--- src/rtl/serial_byte_assembler_pkg.sv ---
// Shared types and helpers for the serial byte assembler.
//   sba_state_t : assembler state (ACC = accumulating bits,
//                 STALL = word complete but the output register is occupied)
//   cnt_w()     : width of the bit counter for a given word width, sized so it
//                 can hold the value DATA_W that marks a completed, stalled word
package serial_byte_assembler_pkg;

  typedef enum logic {
    ACC   = 1'b0,
    STALL = 1'b1
  } sba_state_t;

  function automatic int cnt_w(input int data_w);
    return $clog2(data_w + 1);
  endfunction

endpackage

--- src/rtl/serial_byte_assembler.sv ---
// Serial-to-parallel stage: collects DATA_W serial bits into one word and
// presents it on a single-entry valid/ready output register.
//
// Handshake semantics (both sides): a transfer happens on a rising clk edge
// where valid && ready are both high. The producer holds data stable while
// valid is high and ready is low; ready never depends combinationally on the
// partner's valid. Here ser_ready depends only on registered state and on
// clear, and never on byte_ready.
//
// Ports
//   clk         in   1       rising-edge clock
//   rst_n       in   1       asynchronous active-low reset
//   ser_valid   in   1       serial bit offered
//   ser_bit     in   1       serial data bit
//   ser_ready   out  1       stage accepts a bit this cycle
//   clear       in   1       synchronous abort of the partially assembled word
//   byte_valid  out  1       output word valid
//   byte_data   out  DATA_W  assembled word
//   byte_lsb    out  1       byte_data[0]
//   byte_ready  in   1       consumer takes the word
//   drop_pulse  out  1       one-cycle pulse: clear discarded at least one bit
//   dbg_state   out  state   current assembler state, for observation
//
// Parameters
//   DATA_W      word width in bits (>= 2)
//   LSB_FIRST   1: first accepted bit lands in bit 0; 0: in bit DATA_W-1
module serial_byte_assembler
  import serial_byte_assembler_pkg::*;
#(
  parameter int DATA_W    = 8,
  parameter bit LSB_FIRST = 1'b1
) (
  input  logic              clk,
  input  logic              rst_n,
  input  logic              ser_valid,
  input  logic              ser_bit,
  output logic              ser_ready,
  input  logic              clear,
  output logic              byte_valid,
  output logic [DATA_W-1:0] byte_data,
  output logic              byte_lsb,
  input  logic              byte_ready,
  output logic              drop_pulse,
  output sba_state_t        dbg_state
);

  localparam int CW = cnt_w(DATA_W);
  localparam logic [CW-1:0] LAST_IDX = CW'(DATA_W - 1);
  localparam logic [CW-1:0] FULL_CNT = CW'(DATA_W);

  sba_state_t        state_q;
  logic [CW-1:0]     count_q;
  logic [DATA_W-1:0] shift_q;
  logic [DATA_W-1:0] shift_next;
  logic              bit_accept;
  logic              word_take;

  // Refuse bits while stalled, and during the clear cycle so that a bit
  // offered alongside clear is not silently swallowed.
  assign ser_ready  = (state_q == ACC) && !clear;
  assign bit_accept = ser_valid && ser_ready;
  assign word_take  = byte_valid && byte_ready;
  assign byte_lsb   = byte_data[0];
  assign dbg_state  = state_q;

  // LSB-first: shift right, new bit enters at the top, so after DATA_W shifts
  // the first bit has walked down to bit 0. MSB-first is the mirror image.
  generate
    if (LSB_FIRST) begin : g_lsb_first
      assign shift_next = {ser_bit, shift_q[DATA_W-1:1]};
    end else begin : g_msb_first
      assign shift_next = {shift_q[DATA_W-2:0], ser_bit};
    end
  endgenerate

  always_ff @(posedge clk or negedge rst_n) begin
    if (!rst_n) begin
      state_q    <= ACC;
      count_q    <= '0;
      shift_q    <= '0;
      byte_valid <= 1'b0;
      byte_data  <= '0;
      drop_pulse <= 1'b0;
    end else begin
      drop_pulse <= 1'b0;

      // Default for the output register: a take drains it. Any reload below
      // overrides this, keeping byte_valid high across back-to-back words.
      if (word_take) begin
        byte_valid <= 1'b0;
      end

      if (clear) begin
        // Abort the partial (or stalled) word; the output register keeps
        // whatever it already holds.
        drop_pulse <= (count_q != '0);
        count_q    <= '0;
        shift_q    <= '0;
        state_q    <= ACC;
      end else begin
        case (state_q)
          ACC: begin
            if (bit_accept) begin
              if (count_q == LAST_IDX) begin
                if (!byte_valid || word_take) begin
                  // Output slot free this cycle: hand the word over directly.
                  byte_data  <= shift_next;
                  byte_valid <= 1'b1;
                  count_q    <= '0;
                  shift_q    <= '0;
                end else begin
                  // Output occupied: park the completed word in the shift
                  // register and stop accepting bits.
                  shift_q <= shift_next;
                  count_q <= FULL_CNT;
                  state_q <= STALL;
                end
              end else begin
                shift_q <= shift_next;
                count_q <= count_q + CW'(1);
              end
            end
          end

          STALL: begin
            if (word_take) begin
              byte_data  <= shift_q;
              byte_valid <= 1'b1;
              count_q    <= '0;
              shift_q    <= '0;
              state_q    <= ACC;
            end
          end

          default: begin
            state_q <= ACC;
          end
        endcase
      end
    end
  end

endmodule

--- config.mk ---
export PLATFORM = sky130hd
export DESIGN_NAME = serial_byte_assembler
export DESIGN_NICKNAME = d
export VERILOG_FILES = /design/src/rtl/serial_byte_assembler_pkg.sv /design/src/rtl/serial_byte_assembler.sv
export SDC_FILE = /design/constraint.sdc
export NUM_CORES = 1
export LEC_CHECK = 0
export ABC_AREA = 1
export CELL_PAD_IN_SITES_DETAIL_PLACEMENT = 1
export CELL_PAD_IN_SITES_GLOBAL_PLACEMENT = 1
export CORE_MARGIN = 5
export CORE_UTILIZATION = 35
export CTS_BUF_LIST = sky130_fd_sc_hd__clkbuf_2
export DETAILED_ROUTE_END_ITERATION = 10
export PLACE_DENSITY_LB_ADDON = 0.12
export SYNTH_ARGS = -nofsm -noshare
export SYNTH_HDL_FRONTEND = slang
export SYNTH_SLANG_ARGS = --single-unit
--- constraint.sdc ---
create_clock -name clk -period 1.6 [get_ports clk]
set_clock_uncertainty 0.05 [all_clocks]
set_input_delay 0.4 -clock clk [delete_from_list [all_inputs] [get_ports clk]]
set_output_delay 0.4 -clock clk [all_outputs]
set_load 0.005 [all_outputs]
# Yosys cells after proc, flatten, opt, wreduce, memory -nomap -nowiden
# Cells that the tools add are included.
[totals] ff_bits=23 inputBits=6 out_inout_bits=13 elab_cells=56
[op_classes] addsub=1 n_eq_ne=7 n_mux=31 bitwise=2 reduce_logical=9
[op_table] op="$mux W8" n=9
[op_table] op="$pmux W8 S2" n=2
[op_table] op="$mux W4" n=5
[op_table] op="$mux W1" n=12
[op_table] op="$pmux W4 S2" n=1
[op_table] op="$ne A2 B1 Y1 const B" n=3
[op_table] op="$reduce_and A5 Y1" n=1
[op_table] op="$add A4 B1 Y4 const B" n=1
[op_table] op="$eq A4 B3 Y1 const B" n=1
[op_table] op="$pmux W1 S2" n=2
[op_table] op="$reduce_bool A4 Y1" n=1
[op_table] op="$logic_and A1 B1 Y1" n=3
[op_table] op="$ne A3 B2 Y1 const B" n=1
[op_table] op="$ne A3 B3 Y1 const B" n=1
[op_table] op="$logic_not A1 Y1" n=2
[op_table] op="$ne A2 B2 Y1 const B" n=1
[op_table] op="$not A1 Y1" n=2
[op_table] op="$reduce_and A2 Y1" n=1
[op_table] op="$logic_or A1 B1 Y1" n=1

# Longest topological paths before layout
# Gate-level depths: netlist of run 1.
[logic_depth] ltp_word=7 mapped_depth=7 ltp_nobuf=7

# Worst setup path after synthesis of run 1
# No wires, ideal clock.
[synth_path] path_type="flip-flop to flip-flop" from="reg count_q[0]" to="reg byte_data[0]" setup_ns=0.118 t_arrival_ns=1.171 t_required_ns=1.432 path_slack_ns=0.261 stages_incl_launch_ff=7 n_path_buf=0 period_less_slack_ns=1.339 cell_sequence="dfrtp_1 > ha_1 > nand3_1 > nand2_1 > nand3_4 > nand2_1 > nand2_1"
[synth_between] elab_chain_len=3
[synth_lines] element="start, declared" line_no="serial_byte_assembler.sv:52" source="logic [CW-1:0] count_q;"
[synth_lines] element="start signal, assigned" line_no="serial_byte_assembler.sv:120" source="count_q <= count_q + CW'(1);"
[synth_lines] element="$eq A4 B3 Y1" line_no="serial_byte_assembler.sv:104" source="if (count_q == LAST_IDX) begin"
[synth_lines] element="$ne A2 B1 Y1 (no source line)"
[synth_lines] element="$reduce_and A5 Y1 (no source line)"
[synth_lines] element="end signal, assigned" line_no="serial_byte_assembler.sv:107" source="byte_data <= shift_next;"
[synth_lines] element="end signal, assigned" line_no="serial_byte_assembler.sv:127" source="byte_data <= shift_q;"
[synth_lines] element="end, declared" line_no="serial_byte_assembler.sv:40" source="output logic [DATA_W-1:0] byte_data,"
# No other way between the ends.
# A chain may end at the register's enable or synchronous reset.

# Final worst setup path of run 1
[layout_path] from="reg state_q (netlist: dbg_state)" to="out ser_ready"
[layout_between] elab_chain_len=2
[layout_lines] element="start, declared" line_no="serial_byte_assembler.sv:51" source="sba_state_t state_q;"
[layout_lines] element="start signal, assigned" line_no="serial_byte_assembler.sv:78" source="state_q <= ACC;"
[layout_lines] element="start signal, assigned" line_no="serial_byte_assembler.sv:99" source="state_q <= ACC;"
[layout_lines] element="start signal, assigned" line_no="serial_byte_assembler.sv:116" source="state_q <= STALL;"
[layout_lines] element="$not A1 Y1"
[layout_lines] element="$logic_and A1 B1 Y1" line_no="serial_byte_assembler.sv:60" source="assign ser_ready = (state_q == ACC) && !clear;"
[layout_lines] element="end, declared" line_no="serial_byte_assembler.sv:37" source="output logic ser_ready,"
# No other way between the ends.

==> impl_metrics.ini, run 1 <==
[pwr]
max-vdd-ir-drop_uv = 208
power_uw = 1030
leakage_uw = 0.000875
switching_share = 0.288
power_switching_uw = 295
p_per_area_nw_per_um2 = 593
power_frac_clock = 0.237
p_seq_frac = 0.605
p_int_uw = 730
pwr-share-comb = 0.158

[job]
maxCapViolCount = 0

[synthesis]
synth_top_cell_by_area = dfrtp_1
syn_area_um2 = 1350
yosysTopAreaCellShare = 0.428
synth-async-reset-ratio = 1.00
seq_area_frac_synth = 0.428
ys_types = 27
ys_ff_latch = 23
synth.area.top_cells = dfrtp_1 43%, nand2_1 15%, o21ai_2 5.9%, nand4_1 4.2%, inv_1 3.9%
synth_edf_count = 0
synth_nets = 168
avgSynthCellArea_um2 = 8.41
ys.flop_type = dfrtp_1
yosys_warnings = 0
netlist_instances = 160

[sta]
finalCritPeriodShare = 0.980
setup_viol = 0
worst_pin_slew_ns = 0.308
min_period_ns = 1.57
maxSlewViolCount = 0
slew-limit-headroom = 0.795
rsz0062_at_grt = true
final_hold_viol_count = 0
max_freq_mhz = 637

[drt]
routed_wirelength_um = 3080
viasPerCell = 4.83
wire_per_inst_um = 12.7
drtAntennaViolNets = 0
vias = 1173
drc = 0
drt_iter0_markers = 35
dr.pass1.iters = 4

[setup_path]
critPathKind = register to output port
cp-end-kind = output port
path_max_fanout = 2
worstPathArrival_ns = 1.12
worstPathRequired_ns = 1.15
crit_path_start_kind = register

[layout]
fin_util = 0.469
drive_above_1_share = 0.297
nNetsFinal = 204
antenna_cells = 0
syn_to_final_growth_pct = 28.7

[floorplanning]
core_um2 = 3690
start_util = 0.365
die_h_um = 72.0
die_x_um = 72.0
die_area_um2 = 5180
ioPinCount = 19
rows = 22

[clocking]
clockBufferDepth = 2
worstSkewPairLatency_ns = 0.33
cts_root_buf = clkbuf_2
cts_buffers = 3
path_clk_slew_ns = 0.23
htreeDepth = 1
cts.sinks = 23
cts_tree = yes

[global_route]
grt_max_degree = 25
grt_pass1_wl_um = 5560
antenna_found_initial = 0
track_usage = 0.132
first_global_vias = 1203
overflow = 0

[outcome]
status = finished, final reports clean

[placement]
place.gp.congestion = 0.799
port_buffers = 18
dp_hpwl_um = 2310

[min_path]
hp-class = primary input to async pin
## layout make-up
class | count | area (µm²)
clock buffers | 3 | 15.0
clock inverters | 1 | 5.00
fillers | 459 | 1960
inverters | 17 | 68.8
multi-input cells | 113 | 669
flip-flops and latches | 23 | 578
well taps | 48 | 60.1
repair buffers | 38 | 334
## sequential cells by signal, summed over array words and instances (netlist names)
name,flops
byte_data,8
shift_q,8
count_q,4
byte_valid,1
dbg_state,1
drop_pulse,1
## synth_stat cells, types with 2 or more instances
cell and count:
nand2_1 52, nand3_1 7, nand2_2 3, nor3_1 8, inv_1 14, o21ai_0 9
nand4_1 9, nand3_4 2, buf_6 4, o21ai_2 9, ha_1 2, inv_2 2
dfrtp_1 23, buf_2 2, nand2_4 2
## logic make-up after synthesis
kind of cell,Yosys count,share of synthesized area
AOI/OAI and AO/OA,24,0.127
buffers and inverters,24,0.0958
adders and majority gates,2,0.0186
DFF,23,0.428
and+or+nand+nor,87,0.330
## worst max-delay path, stage by stage (launching register included)
cell,delay [ns]
dfrtp_2,0.48
buf_12,0.13
nor2_4,0.07
buf_2,0.11
## path summary, 6_finish.rpt
check	slack, ns	cells past startpoint	startpoint	endpoint
setup / recovery	0.03	3	dbg_state	ser_ready
hold / removal	0.33	2	rst_n	dbg_state
setup reg to reg	0.17	8	dbg_state	byte_data[2]
hold reg to reg	0.45	2	byte_data[4]	byte_data[4]
max in group asynchronous	0.92	2	rst_n	byte_valid
min in group clk	0.45	2	byte_data[4]	byte_data[4]
## timing repair
action	CTS	global route
setup buffers	8	0
pin swaps	1	2
hold buffers	0	0
endpoints found under the setup margin	13	18
gates resized for setup	26	11
## power groups by stage
stage	Clock (µW)	Sequential [µW]	Combinational (µW)
floorplan	0	628	92.0
global placement	0	630	161
detailed placement	0	632	167
CTS	263	621	163
global route	283	625	184
finish	243	620	162
## per-layer routing
layer  GRT usage  wire, µm
met5           0         0
met3      0.0235       114
met1       0.187      1530
met4      0.0313        19
met2       0.209      1420
## stage by stage
stage	cells	worst slack, ns	cell area (µm²)	hold WS, ns	TNS (ns)
2_1_floorplan	160	0.261	1350	0.0544	0
3_3_place_gp	232	-0.315	1630	0.405	-5.31
3_5_place_dp	232	-0.327	1630	0.409	-5.96
4_1_cts	244	-0.00168	1710	0.323	-0.00168
5_1_grt	243	-0.0572	1730	0.337	-0.0572
6_report	243	0.0313	1730	0.332	0
## cell usage in the layout (no fill, tap or decap), types with 2 or more instances in the layout
| master | n |
|---|---|
| nand2_1 | 50 |
| dfrtp_1 | 21 |
| buf_4 | 17 |
| inv_1 | 14 |
| dlygate4sd2_1 | 12 |
| o21ai_2 | 10 |
| nand4_1 | 9 |
| nand3_1 | 7 |
| o21ai_1 | 6 |
| nand2_2 | 5 |
| nor3_2 | 4 |
| nor3_1 | 4 |
| clkdlybuf4s50_1 | 4 |
| o21ai_0 | 3 |
| clkbuf_2 | 3 |
| inv_4 | 2 |
| nand3_4 | 2 |
| nand2_4 | 2 |
| ha_1 | 2 |
| dfrtp_2 | 2 |
| buf_2 | 2 |
| buf_12 | 2 |
(Power assumes the default switching activity.)
==> run 2, diff against run 1 <==
--- a/config.mk
+++ b/config.mk
@@ -9,8 +9,9 @@
 export CELL_PAD_IN_SITES_DETAIL_PLACEMENT = 1
 export CELL_PAD_IN_SITES_GLOBAL_PLACEMENT = 1
 export CORE_MARGIN = 5
-export CORE_UTILIZATION = 35
+export CORE_UTILIZATION = 42
 export CTS_BUF_LIST = sky130_fd_sc_hd__clkbuf_2
+export CTS_CLUSTER_DIAMETER = 30
 export DETAILED_ROUTE_END_ITERATION = 10
 export PLACE_DENSITY_LB_ADDON = 0.12
 export SYNTH_ARGS = -nofsm -noshare
==> constraint.sdc (replaced) <==
create_clock -name clk -period 1.8 [get_ports clk]
set_clock_uncertainty 0.05 [all_clocks]
set_input_delay 0.45 -clock clk [delete_from_list [all_inputs] [get_ports clk]]
set_output_delay 0.45 -clock clk [all_outputs]
set_load 0.005 [all_outputs]
==> run 2 against run 1 <==
Compared with the run above:
- worst hold slack improved by 0.045 ns
- sequential share of layout area rose by 1.1 points
- critical path depth down 2
- critical path type unchanged
- critical endpoint is now byte_lsb
- highest routed layer unchanged
==> impl_metrics.ini, run 2 (same netlist as run 1, synthesis figures left out) <==
[drt]
routed_wirelength_um = 3190
drc = 0
drtAntennaViolNets = 0
dr.pass1.iters = 4
vias = 1144
wire_per_inst_um = 13.7
drt_iter0_markers = 20
viasPerCell = 4.91

[clocking]
cts_tree = yes
cts_hold_buf = 0
cts_root_buf = clkbuf_2
cts.sinks = 23
clockBufferDepth = 2
path_clk_slew_ns = 0.22
cts_buffers = 3
htreeDepth = 1
worstSkewPairLatency_ns = 0.34

[placement]
port_buffers = 18
place_inst = 224
place.gp.congestion = 0.878
dp_hpwl_um = 2390

[sta]
finalCritPeriodShare = 0.988
fin_tns_setup_ns = 0
slew-limit-headroom = 0.804
worst_pin_slew_ns = 0.291
setup_viol = 0
final_hold_viol_count = 0
hold_ws_ns = 0.377
min_period_ns = 1.78
maxSlewViolCount = 0
max_freq_mhz = 563

[global_route]
track_usage = 0.156
grt_pass1_wl_um = 5350
grt_max_degree = 28
first_global_vias = 1171
overflow = 0
antenna_found_initial = 0

[setup_path]
crit_path_start_kind = register
reg2reg_slack_ns = 0.22
worstPathRequired_ns = 1.30
cp_cell_sequence = clkdlybuf4s50_1
path_max_fanout = 3
critPathMaxStageDelay_ns = 0.51
crit_family = buffers and inverters
cp-end-kind = output port
critPathSlowestCell = clkdlybuf4s50_1
critPathKind = register to output port
r2r_start = dbg_state
reg2regPathDepth = 8
worstPathArrival_ns = 1.28
r2r-end = byte_data[5]
path_buf_inv = 1

[floorplanning]
rows = 20
die_x_um = 66.6
die_h_um = 66.6
start_util = 0.441
core_um2 = 3050
ioPinCount = 19
die_area_um2 = 4430

[pwr]
max-vdd-ir-drop_uv = 334
power_switching_uw = 258
power_frac_clock = 0.241
switching_share = 0.283
p_seq_frac = 0.606
leakage_uw = 0.000907
p_int_uw = 654
power_uw = 911
pwr-share-comb = 0.153
p_per_area_nw_per_um2 = 546

[layout]
nNetsFinal = 198
final_common_cell = nand2_1
reg_top3 = byte_data: 8 flops, shift_q: 8 flops, count_q: 4 flops
syn_to_final_growth_pct = 24.2
drive_above_1_share = 0.233
fin_cells = 233
fillers = 384
layout_common_cells = 51 x nand2_1, 22 x dfrtp_1, 14 x inv_1, 13 x buf_4
antenna_cells = 0

[job]
maxCapViolCount = 0

[min_path]
hp-class = primary input to async pin

[outcome]
status = finished, final reports clean
==> run 2: cell count changes in the layout (fill, tap and decap cells not counted), moves of 2 or more <==
cell,before,now
dlygate4sd2_1,12,1
dlymetal6s2s_1,0,7
o21ai_0,3,9
clkdlybuf4s50_1,4,9
o21ai_1,6,1
buf_4,17,13
nor3_1,4,8
nor3_2,4,0
buf_2,2,0
clkbuf_2,3,5
==> run 2: final cells by class <==
class,count,area [µm²],share of cell area
multi-input cells,113,643,0.385
flip-flops and latches,23,577,0.345
repair buffers,32,309,0.185
inverters,17,66.3,0.0397
well taps,44,55.1,0.0330
clock buffers,4,20.0,0.0120
==> run 2: how the worst max path moves through the flow <==
stage / startpoint / end / slack, ns / cells after the start
2_1_floorplan: count_q[0] / byte_data[0] / 0.46 / 6
3_3_place_gp: clear / ser_ready / -0.22 / 3
3_5_place_dp: clear / ser_ready / -0.23 / 3
4_1_cts: byte_data[0] / byte_lsb / 0.01 / 1
5_1_grt: byte_data[0] / byte_lsb / -0.04 / 1
6_report: byte_data[0] / byte_lsb / 0.02 / 1
==> run 2: metrics by stage <==
stage                      util  setup slack, ns  cell area (µm²)
after floorplan               -            0.461             1350
after global placement    0.523           -0.216             1600
after detailed placement  0.523           -0.232             1600
after CTS                 0.534           0.0108             1630
after global routing      0.547          -0.0436             1670
final                     0.547           0.0224             1670
==> run 2: power by group through the flow <==
| stage | Clock, µW | Sequential, µW | Combinational, µW |
|---|---|---|---|
| floorplan | 0 | 559 | 81.7 |
| global placement | 0 | 559 | 137 |
| detailed placement | 0 | 562 | 143 |
| CTS | 229 | 553 | 143 |
| global route | 253 | 556 | 156 |
| finish | 220 | 553 | 139 |
==> run 2: layer usage <==
| metal | global-route usage | share of wire | wire length [µm] | up-vias |
|---|---|---|---|---|
| li1 | - | - | - | 584 |
| met1 | 0.189 | 0.43 | 1360 | 541 |
| met2 | 0.283 | 0.52 | 1660 | 15 |
| met3 | 0.0219 | 0.043 | 137 | 4 |
| met4 | 0.0457 | 0.0085 | 27 | 0 |
| met5 | 0 | 0 | 0 | - |
==> run 2: repair_timing <==
item,4_1_cts,5_1_grt
buffers inserted,2,3
gates resized for setup,3,10
setup endpoints to repair,3,12
gates cloned,0,0
